## config.mk

```make
export PLATFORM = sky130hd
export DESIGN_NAME = bp_update_sched_flat
export DESIGN_NICKNAME = d
export VERILOG_FILES = /design/src/rtl/bp_pkg.sv /design/src/rtl/bp_update_sched_if.sv /design/src/rtl/bp_upd_fifo.sv /design/src/rtl/bp_update_sched.sv /design/src/flat_wrapper.sv
export SDC_FILE = /design/constraint.sdc
export NUM_CORES = 1
export LEC_CHECK = 0
export ABC_AREA = 1
export BUFFER_PORTS_ARGS = -buffer_cell sky130_fd_sc_hd__buf_2
export CAP_MARGIN = 40
export CORE_ASPECT_RATIO = 0.75
export CORE_MARGIN = 3
export CORE_UTILIZATION = 45
export DETAILED_ROUTE_END_ITERATION = 6
export HOLD_SLACK_MARGIN = 0.05
export PLACE_DENSITY = 0.66
export REMOVE_ABC_BUFFERS = 1
export SLEW_MARGIN = 10
export SYNTH_ARGS = -nofsm -noshare
export SYNTH_HDL_FRONTEND = slang
export SYNTH_SLANG_ARGS = --single-unit
```

## constraint.sdc

```tcl
create_clock -name clk -period 8.75 [get_ports clk]
set_input_delay 1.3125 -clock clk [delete_from_list [all_inputs] [get_ports clk]]
set_output_delay 1.3125 -clock clk [all_outputs]
set_load 0.005 [all_outputs]
```

## src/rtl/bp_pkg.sv

```systemverilog
// Shared types and sizing for the gshare predictor update scheduler.
// One queued update carries the index, resolved direction and mispredict flag.
package bp_pkg;

   localparam int INDEX_W = 6;
   localparam int DEPTH   = 8;
   localparam int DEPTH_W = $clog2(DEPTH);

   typedef struct packed {
      logic [INDEX_W-1:0] pc;
      logic               taken;
      logic               mispredict;
   } bp_upd_t;

endpackage

```

## src/rtl/bp_update_sched_if.sv

```systemverilog
// Commit-side bundle into the scheduler and the predictor modify port out of it.
// The master drives commits and rdy; the slave is the scheduler.
interface bp_update_sched_if;
   import bp_pkg::*;

   logic               rdy;
   logic               c0_valid;
   logic [INDEX_W-1:0] c0_pc;
   logic               c0_taken;
   logic               c0_mispredict;
   logic               c1_valid;
   logic [INDEX_W-1:0] c1_pc;
   logic               c1_taken;
   logic               c1_mispredict;
   logic               in_ready;
   logic               modify_en;
   logic [INDEX_W-1:0] modify_PC;
   logic               choice;
   logic               clear;
   logic               clear_pending;
   logic [DEPTH_W:0]   occupancy;

   modport master (
      output rdy,
      output c0_valid, c0_pc, c0_taken, c0_mispredict,
      output c1_valid, c1_pc, c1_taken, c1_mispredict,
      input  in_ready, modify_en, modify_PC, choice, clear,
      input  clear_pending, occupancy
   );

   modport slave (
      input  rdy,
      input  c0_valid, c0_pc, c0_taken, c0_mispredict,
      input  c1_valid, c1_pc, c1_taken, c1_mispredict,
      output in_ready, modify_en, modify_PC, choice, clear,
      output clear_pending, occupancy
   );

endinterface

```

## src/rtl/bp_upd_fifo.sv

```systemverilog
// Two-write / one-read circular buffer of predictor updates.
// wr1 is only ever asserted together with wr0, so it lands at tail+1.
module bp_upd_fifo
   import bp_pkg::*;
(
   input  logic             clk,
   input  logic             rst,
   input  logic             wr0,
   input  logic             wr1,
   input  bp_upd_t          wd0,
   input  bp_upd_t          wd1,
   input  logic             rd,
   output bp_upd_t          head,
   output logic [DEPTH_W:0] count
);

   bp_upd_t            mem [DEPTH];
   logic [DEPTH_W-1:0] head_ptr;
   logic [DEPTH_W-1:0] tail_ptr;
   logic [DEPTH_W-1:0] tail_nxt;
   logic [1:0]         push_n;

   assign push_n   = {1'b0, wr0} + {1'b0, wr1};
   assign tail_nxt = tail_ptr + DEPTH_W'(1);
   assign head     = mem[head_ptr];

   always_ff @(posedge clk) begin
      if (wr0) mem[tail_ptr] <= wd0;
      if (wr1) mem[tail_nxt] <= wd1;
   end

   // pointers are DEPTH_W bits wide, so wrap modulo DEPTH is free
   always_ff @(posedge clk) begin
      if (rst) begin
         head_ptr <= '0;
         tail_ptr <= '0;
         count    <= '0;
      end else begin
         tail_ptr <= tail_ptr + DEPTH_W'(push_n);
         head_ptr <= head_ptr + DEPTH_W'(rd);
         count    <= count + (DEPTH_W+1)'(push_n)
                           - (DEPTH_W+1)'(rd);
      end
   end

endmodule

```

## src/rtl/bp_update_sched.sv

```systemverilog
// Orders committed branches and feeds the predictor one update per cycle.
// Also flags fetch to hold history insertion while a restore is queued.
module bp_update_sched
   import bp_pkg::*;
(
   input logic               clk,
   input logic               rst,
   bp_update_sched_if.slave  bus
);

   bp_upd_t          head;
   bp_upd_t          wd0;
   bp_upd_t          wd1;
   logic [DEPTH_W:0] count;
   logic [DEPTH_W:0] mcnt;
   logic             push_ok;
   logic             wr0;
   logic             wr1;
   logic             pop;
   logic             live;
   logic             inc;
   logic             dec;

   assign live    = !rst && (count != '0);
   assign push_ok = bus.in_ready;
   assign wr0     = push_ok && bus.c0_valid;
   // a mispredicting c0 makes c1 wrong-path; c1 alone is dropped
   assign wr1     = wr0 && bus.c1_valid && !bus.c0_mispredict;
   assign pop     = bus.modify_en;

   assign wd0 = '{pc: bus.c0_pc, taken: bus.c0_taken,
                  mispredict: bus.c0_mispredict};
   assign wd1 = '{pc: bus.c1_pc, taken: bus.c1_taken,
                  mispredict: bus.c1_mispredict};

   bp_upd_fifo u_fifo (
      .clk   (clk),
      .rst   (rst),
      .wr0   (wr0),
      .wr1   (wr1),
      .wd0   (wd0),
      .wd1   (wd1),
      .rd    (pop),
      .head  (head),
      .count (count)
   );

   assign bus.in_ready  = bus.rdy && !rst &&
                          (count <= (DEPTH_W+1)'(DEPTH-2));
   assign bus.modify_en = bus.rdy && live;
   assign bus.modify_PC = live ? head.pc : '0;
   assign bus.choice    = live && head.taken;
   assign bus.clear     = live && head.mispredict;
   assign bus.occupancy = count;

   assign inc = (wr0 && bus.c0_mispredict) ||
                (wr1 && bus.c1_mispredict);
   assign dec = pop && head.mispredict;

   always_ff @(posedge clk) begin
      if (rst) begin
         mcnt <= '0;
      end else begin
         unique case (1'b1)
            (inc && !dec): mcnt <= mcnt + 1'b1;
            (dec && !inc): mcnt <= mcnt - 1'b1;
            default:       mcnt <= mcnt;
         endcase
      end
   end

   assign bus.clear_pending = (mcnt != '0);

endmodule

```

## src/flat_wrapper.sv

```systemverilog
// flat-port wrapper written by rule: the top's interface ports become plain ports
module bp_update_sched_flat import bp_pkg::*;
  (clk, rst, bus_rdy, bus_c0_valid, bus_c0_pc, bus_c0_taken, bus_c0_mispredict, bus_c1_valid, bus_c1_pc, bus_c1_taken, bus_c1_mispredict, bus_in_ready, bus_modify_en, bus_modify_PC, bus_choice, bus_clear, bus_clear_pending, bus_occupancy);
  bp_update_sched_if bus_i ();
  input logic clk;
  input logic rst;
  input wire logic [$bits(bus_i.rdy)-1:0] bus_rdy;
  input wire logic [$bits(bus_i.c0_valid)-1:0] bus_c0_valid;
  input wire logic [$bits(bus_i.c0_pc)-1:0] bus_c0_pc;
  input wire logic [$bits(bus_i.c0_taken)-1:0] bus_c0_taken;
  input wire logic [$bits(bus_i.c0_mispredict)-1:0] bus_c0_mispredict;
  input wire logic [$bits(bus_i.c1_valid)-1:0] bus_c1_valid;
  input wire logic [$bits(bus_i.c1_pc)-1:0] bus_c1_pc;
  input wire logic [$bits(bus_i.c1_taken)-1:0] bus_c1_taken;
  input wire logic [$bits(bus_i.c1_mispredict)-1:0] bus_c1_mispredict;
  output wire logic [$bits(bus_i.in_ready)-1:0] bus_in_ready;
  output wire logic [$bits(bus_i.modify_en)-1:0] bus_modify_en;
  output wire logic [$bits(bus_i.modify_PC)-1:0] bus_modify_PC;
  output wire logic [$bits(bus_i.choice)-1:0] bus_choice;
  output wire logic [$bits(bus_i.clear)-1:0] bus_clear;
  output wire logic [$bits(bus_i.clear_pending)-1:0] bus_clear_pending;
  output wire logic [$bits(bus_i.occupancy)-1:0] bus_occupancy;
  assign bus_i.rdy = bus_rdy;
  assign bus_i.c0_valid = bus_c0_valid;
  assign bus_i.c0_pc = bus_c0_pc;
  assign bus_i.c0_taken = bus_c0_taken;
  assign bus_i.c0_mispredict = bus_c0_mispredict;
  assign bus_i.c1_valid = bus_c1_valid;
  assign bus_i.c1_pc = bus_c1_pc;
  assign bus_i.c1_taken = bus_c1_taken;
  assign bus_i.c1_mispredict = bus_c1_mispredict;
  assign bus_in_ready = bus_i.in_ready;
  assign bus_modify_en = bus_i.modify_en;
  assign bus_modify_PC = bus_i.modify_PC;
  assign bus_choice = bus_i.choice;
  assign bus_clear = bus_i.clear;
  assign bus_clear_pending = bus_i.clear_pending;
  assign bus_occupancy = bus_i.occupancy;
  bp_update_sched u_core (.clk(clk), .rst(rst), .bus(bus_i));
endmodule
```

Word-level counts from Yosys, hierarchy flattened
Memory sizes are Yosys's and may differ from the RTL's. A register that Yosys moved wholly into a read port is not among the register bits.
Cells that the tools add are included.
- logic and storage cells: 43
- input bits: 21
- memories: 1
- register bits: 14
- output and inout port bits: 15
- RAM bits: 64
- mux-type cells: 7
- magnitude comparators: 1
- add/sub/neg operators: 8
- reduce and logical (&&, ||, !) cells: 22
- memory list (name ; depth ; bits a word ; rd ports ; clocked after memory_dff ; wr ports ; line ; text):
    u_core.u_fifo.mem ; 8 ; 8 ; 1 ; 1 ; 2 ; bp_upd_fifo.sv:17 ; bp_upd_t mem [DEPTH];
- operators with widths (operator ; number):
    1-bit logical AND ; 14
    4-bit case mux with 2 select lines ; 1
    4-bit nonzero test ; 2
    6-bit 2-to-1 mux ; 1
    4-bit by 1-bit adder with 4-bit output, second input constant ; 1
    4-bit by 2-bit adder with 4-bit output ; 1
    4-bit by 3-bit less-or-equal comparator with 1-bit output, second input constant ; 1
    1-bit zero test ; 4
    1-bit 2-to-1 mux ; 4
    4-bit by 1-bit subtractor with 4-bit output ; 1
    4-bit by 1-bit subtractor with 4-bit output, second input constant ; 1
    3-bit by 1-bit adder with 3-bit output ; 1
    3-bit by 1-bit adder with 3-bit output, second input constant ; 1
    3-bit by 2-bit adder with 3-bit output ; 1
    3-bit 2-to-1 mux ; 1
    1-bit by 1-bit adder with 2-bit output ; 1
    2-bit nonzero test ; 1
    1-bit logical OR ; 1

Depth between registers and ports, before layout
Gate-level depths: netlist of run 1.
- depth in word-level cells: 11
- gate-level depth with buffers: 19
- depth with buffers taken out: 17

Cells and area by module
Synthesis of run 1 repeated with hierarchy kept, for this count alone.
- cell total of the unflattened synthesis: 670
- area total of the unflattened synthesis: 5104.9 um^2
- modules (own cells, without submodules) (module ; sequential area each (um^2) ; area an instance (um^2) ; times used ; cells each):
    bp_upd_fifo ; 2122.0 ; 4680.7 ; 1 ; 598
    bp_update_sched ; 80.1 ; 424.2 ; 1 ; 72

Worst setup path before layout of run 1
OpenSTA, ideal clock, no wires.
- kind: input to register
- start point: input bus_rdy
- end point: register u_core.u_fifo.count[3]
- library setup time: 0.113 ns
- arrival: 3.371 ns
- slack: 5.266 ns
- stages on the path: 16
- path buffers: 2
- data required time: 8.637 ns
- cell sequence: inv_1 nor2_1 o211ai_1 nor2_4 buf_6 buf_6 ha_1 inv_1 ha_1 inv_1 ha_1 a21o_1 a21oi_1 nand2_1 nand2_1 nor2_1
- longest elaborated chain between the ends: 8
- elaborated cells on any way between the ends: 9
- those cells by class: add/sub: 3; reduce/logical: 6
- RTL lines (element ; line ; text):
    start: declaration ; flat_wrapper.sv:7 ; input wire logic [$bits(bus_i.rdy)-1:0] bus_rdy;
    1-bit logical AND (2 in a row) ; bp_update_sched.sv:48 ; assign bus.in_ready = bus.rdy && !rst &&
    1-bit logical AND ; bp_update_sched.sv:26 ; assign wr0 = push_ok && bus.c0_valid;
    1-bit logical AND (2 in a row) ; bp_update_sched.sv:28 ; assign wr1 = wr0 && bus.c1_valid && !bus.c0_mispredict;
    1-bit by 1-bit adder with 2-bit output ; bp_upd_fifo.sv:23 ; assign push_n = {1'b0, wr0} + {1'b0, wr1};
    4-bit by 2-bit adder with 4-bit output ; bp_upd_fifo.sv:41 ; count <= count + (DEPTH_W+1)'(push_n)
    4-bit by 1-bit subtractor with 4-bit output (*) ; bp_upd_fifo.sv:42 ; - (DEPTH_W+1)'(rd);
    end signal: assignment ; bp_upd_fifo.sv:41 ;
    end: declaration ; bp_upd_fifo.sv:14 ; output logic [DEPTH_W:0] count
Mark *: on every way between the ends. The rest lies on a longest branch, timed or not.
A chain may end at the register's enable or synchronous reset.

Final worst setup path of run 1
- start point: input rst
- end point: register u_core.u_fifo.count[3]
- longest elaborated chain between the ends: 9
- elaborated cells on any way between the ends: 11
- those cells by class: add/sub: 3; reduce/logical: 8
- RTL lines (element ; line ; text):
    start: declaration ; flat_wrapper.sv:6 ; input logic rst;
    1-bit zero test ; bp_update_sched.sv:24, bp_update_sched.sv:48 ;
    1-bit logical AND (2 in a row) ; bp_update_sched.sv:48 ;
    1-bit logical AND ; bp_update_sched.sv:26 ;
    1-bit logical AND (2 in a row) ; bp_update_sched.sv:28 ;
    1-bit by 1-bit adder with 2-bit output ; bp_upd_fifo.sv:23 ;
    4-bit by 2-bit adder with 4-bit output ; bp_upd_fifo.sv:41 ;
    4-bit by 1-bit subtractor with 4-bit output ; bp_upd_fifo.sv:42 ;
Parallel ways exist; a longest one is shown, timed or not.

==> results of run 1 <==
[cell usage in the layout (no fill, tap or decap)]
master      synthesis  layout
inv_1              39      39
bufinv_16           0       2
inv_2               1       1
a21o_1              1       1
nor4_1              1       1
a31oi_1             1       1
nand4_1            73      73
buf_16              0       1
o22ai_1             7       7
nor2_1             71      71
nor2_2              5       5
clkbuf_16           0       9
buf_4               0       5
nand3_1             6       6
dfxtp_1            14      14
nand2_1           154     154
xor2_1              1       1
ha_1               15      15
nand3_2             5       5
a21oi_1             6       6
clkinvlp_4          0       1
inv_6               0       1
clkinv_4            0       2
o21ai_0            38      38
clkinv_1            1       2
fa_1                2       2
o211ai_1            9       9
buf_2               4      35
edfxtp_1           64      64
nor2_4              5       5
xnor2_1             6       6
[sequential cells by signal (all words and copies together), names as in the netlist]
| signal | flops |
|---|---|
| u_core.u_fifo.head_ptr | 3 |
| u_core.u_fifo.mem | 64 |
| u_core.u_fifo.count | 4 |
| u_core.mcnt | 4 |
| u_core.u_fifo.tail_ptr | 3 |
[kinds of logic after synthesis]
kind of cell / share of synthesized area, %
compound gates: 7.36
buf+inv: 8.11
xor+xnor: 1.31
simple gates: 31.4
fa+ha+maj: 4.85
flops: 46.9
[through the flow]
stage	power [W]	worst slack, ns
2_1_floorplan	0.000601	4.71
3_3_place_gp	0.000690	4.31
3_5_place_dp	0.000704	4.24
4_1_cts	0.00110	4.60
5_1_grt	0.00116	4.19
6_report	0.00110	4.55
[routing by layer]
metal / vias to the layer above / wire length (um) / share of wire (%)
li1: 1975 / - / -
met4: 0 / 240 / 2.0
met1: 1873 / 5610 / 47
met3: 22 / 984 / 8.2
met5: - / 0 / 0
met2: 186 / 5150 / 43
[critical path, stage by stage]
cell      delay [ns]
buf_2           0.19
nor2_1          0.12
o211ai_1        0.18
nor2_4          0.62
buf_4           0.53
ha_1            0.27
inv_1           0.05
ha_1            0.27
inv_1           0.06
ha_1            0.30
a21o_1          0.16
a21oi_1         0.17
nand2_1         0.07
nand2_1         0.06
nor2_1          0.04
[area by class of cell]
cell class              instances  share of cell area (%)
inverters                      41                    2.96
clock inverters                 7                    1.88
multi-input cells             406                    40.6
flip-flops and latches         78                    42.4
clock buffers                   9                    4.34
repair buffers                 41                    4.63
well taps                     132                    3.18
[power breakdown]
group	leakage, nW	internal (W)	switching, W
combinational	1.37	0.0000951	0.000173
sequential	0.691	0.000419	0.0000128
clock	0.154	0.000251	0.000153
total	2.21	0.000765	0.000339
[worst min-delay path by stage]
stage,to,slack (ns),cells past startpoint
3_3_place_gp,u_core.mcnt[1]$_SDFFE_PP0P_,0.50,2
2_1_floorplan,u_core.mcnt[1]$_SDFFE_PP0P_,0.47,2
4_1_cts,u_core.mcnt[1]$_SDFFE_PP0P_,0.52,2
6_report,u_core.mcnt[1]$_SDFFE_PP0P_,0.52,2
5_1_grt,u_core.mcnt[1]$_SDFFE_PP0P_,0.56,2
3_5_place_dp,u_core.mcnt[1]$_SDFFE_PP0P_,0.51,2
==> results.toml, run 1 <==
[run_status]
status = "finished clean"

[clocking]
post_cts_resized = 0
cts_buffers = 9
cts_max_path_buffers = 2
holdBufCountCts = 0
cts-root-buf = "clkbuf_16"
htreeDepth = 3
cts.sinks = 78
path_clk_slew_ns = 0.06
cts_tree = "built"
clock_latency_ns = 0.34
cts_setup_buffers = 0

[cells_and_area]
final_net_count = 615
final_area_um2 = 5190
utilization_pct = 52.5
seq_area_um2 = 2200
multi_input_comb_area_um2 = 2110
layout-drive-gt1-share_pct = 12.4
syn_to_final_growth_pct = 10.7
final_cells = 714
n_antenna_cell = 0
n_fill_cell = 915

[synthesis]
yosysSeqAreaShare_pct = 46.9
synth_area_leader_cell = "edfxtp_1"
yosys.cell_count.top_type = "nand2_1"
synth_area_um2 = 4690
yosysUniqueCellTypes = 27
synthTopCellsByArea = "edfxtp_1 41%, nand2_1 12%, nand4_1 9.7%, dfxtp_1 6.0%, nor2_1 5.7%"
avgSynthCellArea_um2 = 8.26
ys_warn_count = 0
synth_top_cell_area_share_pct = 41.0
synth_cells = 568
synth-async-reset-ratio_pct = 0
synth_edf_count = 64
yosys-top-cells-count = "154 x nand2_1, 73 x nand4_1, 71 x nor2_1"
ys_ff_latch = 78
synthFlopType = "edfxtp_1"

[drt]
first_iter_violations = 392
ant_nets = 0
firstDrtPassIters = 6
drc = 0
vias_per_cell = 5.68
wirelength_um = 12000
wl_per_cell_um = 16.8
vias = 4056

[floorplan]
die_h_um = 94.4
start_util_pct = 47.4
die_w_um = 124
num_rows = 31
ios = 36
coreArea_um2 = 9890
dieArea_um2 = 11700

[sta]
finalCriticalPeriod_ns = 4.20
timing.setup.tns_ns = 0
setup_viol = 0
max_freq_mhz = 238
worstMarginPinSlew_ns = 0.747
period_share_pct = 48.0
slew_headroom_pct = 50.1
hold_viol = 0
skew_ns = 0.00779
maxSlewViolCount = 0
whs_ns = 0.519
rsz0062_at_grt = "false"

[global_route]
grt_pass1_vias = 3763
antenna_found_initial = 0
grt_max_degree = 73
grt_pass1_wl_um = 19400
met3_usage_pct = 4.31
grt-busiest-layer = "met2"
track_usage_pct = 21.8
grt.overflow.total = 0
use_met1_pct = 31.9
grt_util_met2_pct = 32.2

[worst_setup_path]
start_kind = "input pin"
endpoint_kind = "flop"
timing.rr.end = "u_core.u_fifo.count[3]$_SDFF_PP0_"
critPathKind = "input pin to flop"
worstReg2RegStart = "u_core.u_fifo.count[3]$_SDFF_PP0_"
path_max_fanout = 45
arrival_ns = 4.44
r2r_slack_ns = 5.18
critPathRequiredTime_ns = 8.99
cp-startpoint = "rst"
worstRegToRegCells = 16
setup.worst_path.end = "u_core.u_fifo.count[3]$_SDFF_PP0_"

[placement]
place_inst = 698
io_buffer_count = 35
routabilityCongestion = 0.823
placement.cell_area_um2 = 4870
dpl.hpwl_um = 8340

[worst_hold_path]
min-delay-start = "u_core.mcnt[1]$_SDFFE_PP0P_"
min_path_type = "flop to flop"

[pwr]
p_leak_nw = 2.21
vdd_ir_drop_max_uv = 91.7
powerDensity_nw_per_um2 = 212

[run]
cap_violations = 0
No activity file was read; power rests on OpenSTA's default activity.
==> run 2: changes to the inputs <==
--- a/config.mk
+++ b/config.mk
@@ -13,7 +13,7 @@
 export CORE_UTILIZATION = 45
 export DETAILED_ROUTE_END_ITERATION = 6
 export HOLD_SLACK_MARGIN = 0.05
-export PLACE_DENSITY = 0.66
+export PLACE_DENSITY = 0.68
 export REMOVE_ABC_BUFFERS = 1
 export SLEW_MARGIN = 10
 export SYNTH_ARGS = -nofsm -noshare
==> constraint.sdc (replaced) <==
create_clock -name clk -period 3.4 [get_ports clk]
set_input_delay 0.51 -clock clk [delete_from_list [all_inputs] [get_ports clk]]
set_output_delay 0.51 -clock clk [all_outputs]
set_load 0.005 [all_outputs]
==> run 2 against run 1 <==
Via count rose by 3.3%. Setup slack got worse by 3.8 ns. Final cell count is 2.1% higher. Non-clock buffer count increased by 15. Die area stayed put. Power increased to 2.6 times the previous value. Clock power rose to 2.5 times the previous value. Sequential power rose to 2.6 times the previous value. Sequential share of layout area is 0.78 points lower. First-iteration DRC count up 25%.
==> results.toml, run 2 (synthesized netlist as in run 1, its figures left out) <==
[drt]
firstDrtPassIters = 7
drc = 0
wl_per_cell_um = 17.6
vias_per_cell = 5.75
first_iter_violations = 490
ant_nets = 0
vias = 4190
wirelength_um = 12800

[floorplan]
ios = 36
coreArea_um2 = 9890
die_w_um = 124
dieArea_um2 = 11700
num_rows = 31
start_util_pct = 47.4
die_h_um = 94.4

[cells_and_area]
n_fill_cell = 932
syn_to_final_growth_pct = 12.8
top_regs = "u_core.u_fifo.mem: 64 flops, u_core.mcnt: 4 flops, u_core.u_fifo.count: 4 flops"
n_antenna_cell = 0
seq_area_um2 = 2200
mostFrequentLayoutCells = "154 x nand2_1, 73 x nand4_1, 71 x nor2_1, 64 x edfxtp_1, 39 x inv_1"
layout-drive-gt1-share_pct = 14.6
final_net_count = 630
largest_reg_flops = 64
final_cells = 729
final_common_cell = "nand2_1"
top_register = "u_core.u_fifo.mem"
multi_input_comb_area_um2 = 2110

[worst_setup_path]
path_max_fanout = 13
critPathRequiredTime_ns = 3.63
start_kind = "flop"
critical-path-max-stage-delay_ns = 0.61
critPathKind = "flop to flop"
cp_top_family = "compound AO/OA/AOI/OAI gates"
path_cells = "inv_1, o21ai_0, o211ai_1, o21ai_0, nor2_1, ha_1, nand2_1, inv_1, nor2_1, ha_1, a21oi_1, xnor2_1, o21ai_0, inv_1"
arrival_ns = 2.85
slowest_stage = "dfxtp_1"
endpoint_kind = "flop"
cp_num_buf_inv = 3
r2r_slack_ns = 0.78

[placement]
dpl.hpwl_um = 8730
routabilityCongestion = 0.834
place_inst = 713
io_buffer_count = 35

[sta]
worstMarginPinSlew_ns = 0.635
whs_ns = 0.515
timing.setup.tns_ns = 0
finalCriticalPeriod_ns = 2.62
period_share_pct = 77.0
setup_viol = 0
rsz0062_at_grt = "false"
maxSlewViolCount = 0
skew_ns = 0.00554
hold_viol = 0
max_freq_mhz = 382
slew_headroom_pct = 57.5

[pwr]
pwr-share-seq_pct = 39.4
intPower_w = 0.00197
p_switching_w = 0.000858
vdd_ir_drop_max_uv = 310
clockPowerShare_pct = 36.1
swShare_pct = 30.3
p_leak_nw = 2.27
powerDensity_nw_per_um2 = 534
combPwrFrac_pct = 24.5
total_power_w = 0.00283

[clocking]
cts_buffers = 9
cts-root-buf = "clkbuf_16"
path_clk_slew_ns = 0.06
holdBufCountCts = 0
htreeDepth = 3
cts.sinks = 78
clock_latency_ns = 0.33
cts_setup_buffers = 0
post_cts_resized = 0
cts_tree = "built"
cts_max_path_buffers = 2

[global_route]
grt_pass1_vias = 3896
grt_pass1_wl_um = 20600
grt_max_degree = 82
antenna_found_initial = 0
grt.overflow.total = 0
track_usage_pct = 23.1

[worst_hold_path]
min_path_type = "flop to flop"

[run]
cap_violations = 0

[run_status]
status = "finished clean"
[run 2: changes by cell type in the layout (fill, tap and decap cells not counted)]
| cell | before | now |
|---|---|---|
| buf_12 | 0 | 1 |
| buf_16 | 1 | 0 |
| buf_4 | 5 | 20 |
| clkbuf_1 | 0 | 1 |
| clkinv_1 | 2 | 1 |
| clkinv_2 | 0 | 2 |
| clkinv_4 | 2 | 1 |
| inv_6 | 1 | 0 |
[run 2: worst min-delay path: stages (launching register included)]
cell	delay, ns
dfxtp_1	0.33
inv_1	0.08
a21oi_1	0.06
[run 2: per-stage QoR]
stage | util (%) | instance area, um^2 | worst slack, ns
final | 53.5 | 5290 | 0.781
after floorplan | - | 4470 | 0.144
after detailed placement | 50.3 | 4980 | 0.525
after CTS | 53.5 | 5290 | 0.732
after global placement | 50.3 | 4980 | 0.667
after global routing | 53.5 | 5290 | 0.408
[run 2: final cells by class]
| class | count | area share (%) |
|---|---|---|
| tap | 132 | 3.12 |
| inverter | 41 | 2.91 |
| timing repair buffer | 56 | 6.53 |
| clock buffer | 10 | 4.33 |
| clock inverter | 6 | 1.63 |
| multi-input combinational | 406 | 39.9 |
| sequential | 78 | 41.6 |
[run 2: worst paths after layout]
path	from	end	cells after the start
setup reg to reg	u_core.u_fifo.head_ptr[0]$_SDFF_PP0_	u_core.mcnt[2]$_SDFFE_PP0P_	14
setup / recovery	u_core.u_fifo.head_ptr[0]$_SDFF_PP0_	u_core.mcnt[2]$_SDFFE_PP0P_	14
hold / removal	u_core.mcnt[1]$_SDFFE_PP0P_	u_core.mcnt[1]$_SDFFE_PP0P_	2
hold reg to reg	u_core.mcnt[1]$_SDFFE_PP0P_	u_core.mcnt[1]$_SDFFE_PP0P_	2
[run 2: metal layers]
metal	vias up	track usage [%]	share of wire, %
met5	-	0	0
met4	0	5.20	1.3
met3	20	4.85	10
met2	209	35.3	45
met1	1962	33.7	44
li1	1999	-	-
[run 2: power groups by stage]
stage / Combinational, W / Sequential, W / Clock (W)
5_1_grt: 0.000793 / 0.00112 / 0.00107
3_3_place_gp: 0.000671 / 0.00113 / 0
3_5_place_dp: 0.000689 / 0.00113 / 0
2_1_floorplan: 0.000404 / 0.00114 / 0
6_report: 0.000692 / 0.00111 / 0.00102
4_1_cts: 0.000692 / 0.00111 / 0.00103
==> run 3: changes to the inputs <==
==> constraint.sdc (replaced) <==
create_clock -name clk -period 2.25 [get_ports clk]
set_input_delay 0.3375 -clock clk [delete_from_list [all_inputs] [get_ports clk]]
set_output_delay 0.3375 -clock clk [all_outputs]
set_load 0.005 [all_outputs]
==> run 3 against run 2 <==
The run now ends with negative setup slack left. Global-route usage is 2.2 points higher. Register-to-register slack worse by 0.96 ns. Die area unchanged. Hold slack lost 0.14 ns. Wire length grew 14%. Largest cell class is now multi-input gates.
==> results.toml, run 3 (synthesized netlist as in run 1, its figures left out) <==
[run_status]
status = "complete, but fails checks"
violations = "negative setup slack"

[worst_setup_path]
critical-path-max-stage-delay_ns = 0.53
critPathKind = "flop to flop"
cp_common_cell = "ha_4"
cp_num_buf_inv = 5
slowest_stage = "fa_2"
cp_top_family = "adder cells"
start_kind = "flop"
path_max_fanout = 3
r2r_slack_ns = -0.18
path_cells = "inv_2, ha_4, nand2_2, nand2_1, o211ai_1, buf_4, nor4_4, ha_4, inv_2, ha_4, inv_2, ha_4, fa_2, inv_1, nor2_1"
critPathRequiredTime_ns = 2.54
endpoint_kind = "flop"
arrival_ns = 2.71

[sta]
worstMarginPinSlew_ns = 0.386
rsz0062_at_grt = "true"
slew_headroom_pct = 74.2
hold_viol = 0
maxSlewViolCount = 0
skew_ns = 0.0108
whs_ns = 0.371
max_freq_mhz = 412
setup_viol = 15
period_share_pct = 108
finalCriticalPeriod_ns = 2.43
fin_ws_ns = -0.177

[cells_and_area]
final_area_um2 = 6120
n_fill_cell = 803
syn_to_final_growth_pct = 30.3
top_register = "u_core.u_fifo.mem"
final_common_cell = "nand2_1"
final_net_count = 684
n_antenna_cell = 0
mostFrequentLayoutCells = "148 x nand2_1, 73 x nand4_1, 66 x nor2_1, 64 x edfxtp_1, 59 x buf_4"
layout-drive-gt1-share_pct = 27.6
utilization_pct = 61.8
top_regs = "u_core.u_fifo.mem: 64 flops, u_core.mcnt: 4 flops, u_core.u_fifo.count: 4 flops"
final_cells = 783
largest_reg_flops = 64

[global_route]
grt_pass1_vias = 4255
grt_max_degree = 41
grt_pass1_wl_um = 22200
grt.overflow.total = 0
track_usage_pct = 25.3
antenna_found_initial = 0

[pwr]
p_leak_nw = 2.62
vdd_ir_drop_max_uv = 470
powerDensity_nw_per_um2 = 786
total_power_w = 0.00481

[floorplan]
start_util_pct = 47.4
coreArea_um2 = 9890
dieArea_um2 = 11700
die_h_um = 94.4
ios = 36
num_rows = 31
die_w_um = 124

[drt]
firstDrtPassIters = 5
ant_nets = 0
drc = 0
wl_per_cell_um = 18.7
first_iter_violations = 562
wirelength_um = 14700
vias = 4550
vias_per_cell = 5.81

[worst_hold_path]
min_path_type = "input pin to flop"

[placement]
placement.cell_area_um2 = 5340
dpl.hpwl_um = 9550
io_buffer_count = 35
place_inst = 751
routabilityCongestion = 0.874

[clocking]
cts.sinks = 78
htreeDepth = 3
holdBufCountCts = 0
path_clk_slew_ns = 0.06
cts_buffers = 9
clock_latency_ns = 0.36
cts-root-buf = "clkbuf_16"
cts_max_path_buffers = 2
cts_tree = "built"

[run]
cap_violations = 0
## run 3: cell types whose count changed in the layout (fill, tap and decap cells not counted), sizes merged
cell,change
clkbuf,+1
clkinv,-2
inv,+3
bufbuf,+2
buf,+50
## run 3: cell type report
class                   count  area, um^2  share of cell area [%]
multi-input cells         406        2310                    37.8
clock inverters             7         105                    1.72
flip-flops and latches     78        2200                    36.0
clock buffers               9         225                    3.68
inverters                  41         156                    2.56
well taps                 132         165                    2.70
repair buffers            110         947                    15.5
## run 3: worst reg2reg max path, stage by stage, from the launching register on
cell      delay [ns]
dfxtp_2         0.33
inv_2           0.07
ha_4            0.12
nand2_2         0.05
nand2_1         0.07
o211ai_1        0.07
buf_4           0.16
nor4_4          0.20
ha_4            0.18
inv_2           0.04
ha_4            0.26
inv_2           0.04
ha_4            0.16
fa_2            0.53
inv_1           0.04
nor2_1          0.07
## run 3: timing repair
| item | 4_1_cts | 5_1_grt |
|---|---|---|
| resized for setup | 32 | 29 |
| setup buffers | 5 | 7 |
| cloned | 2 | 2 |
| setup endpoints to repair | 128 | 40 |
| pin swaps | 12 | 18 |
## run 3: path summary, 6_finish.rpt
check | from | to | cells after the start
max | u_core.u_fifo.count[3]$_SDFF_PP0_ | u_core.u_fifo.count[1]$_SDFF_PP0_ | 15
min | bus_c0_pc[2] | u_core.u_fifo.mem[6][4]$_DFFE_PP_ | 3
max reg2reg | u_core.u_fifo.count[3]$_SDFF_PP0_ | u_core.u_fifo.count[1]$_SDFF_PP0_ | 15
min reg2reg | u_core.mcnt[1]$_SDFFE_PP0P_ | u_core.mcnt[1]$_SDFFE_PP0P_ | 2
## run 3: where the power goes
part           switching (W)  internal (W)
Sequential         0.0000553       0.00163
Clock               0.000647      0.000989
Combinational       0.000846      0.000638
## run 3: routing by layer
metal	global-route usage, %	up-vias	routed length [um]
met4	6.84	0	291
met2	40.8	279	6830
met5	0	-	0
met3	5.81	39	1630
met1	34.3	2122	5910
li1	-	2110	-
## run 3: through the flow
stage                     worst slack, ns  TNS [ns]
after global routing               -0.265     -3.76
after CTS                          -0.266     -1.18
after detailed placement           -0.370    -31.13
after floorplan                     -1.01    -50.96
after global placement             -0.267    -18.39
final                              -0.177     -1.47
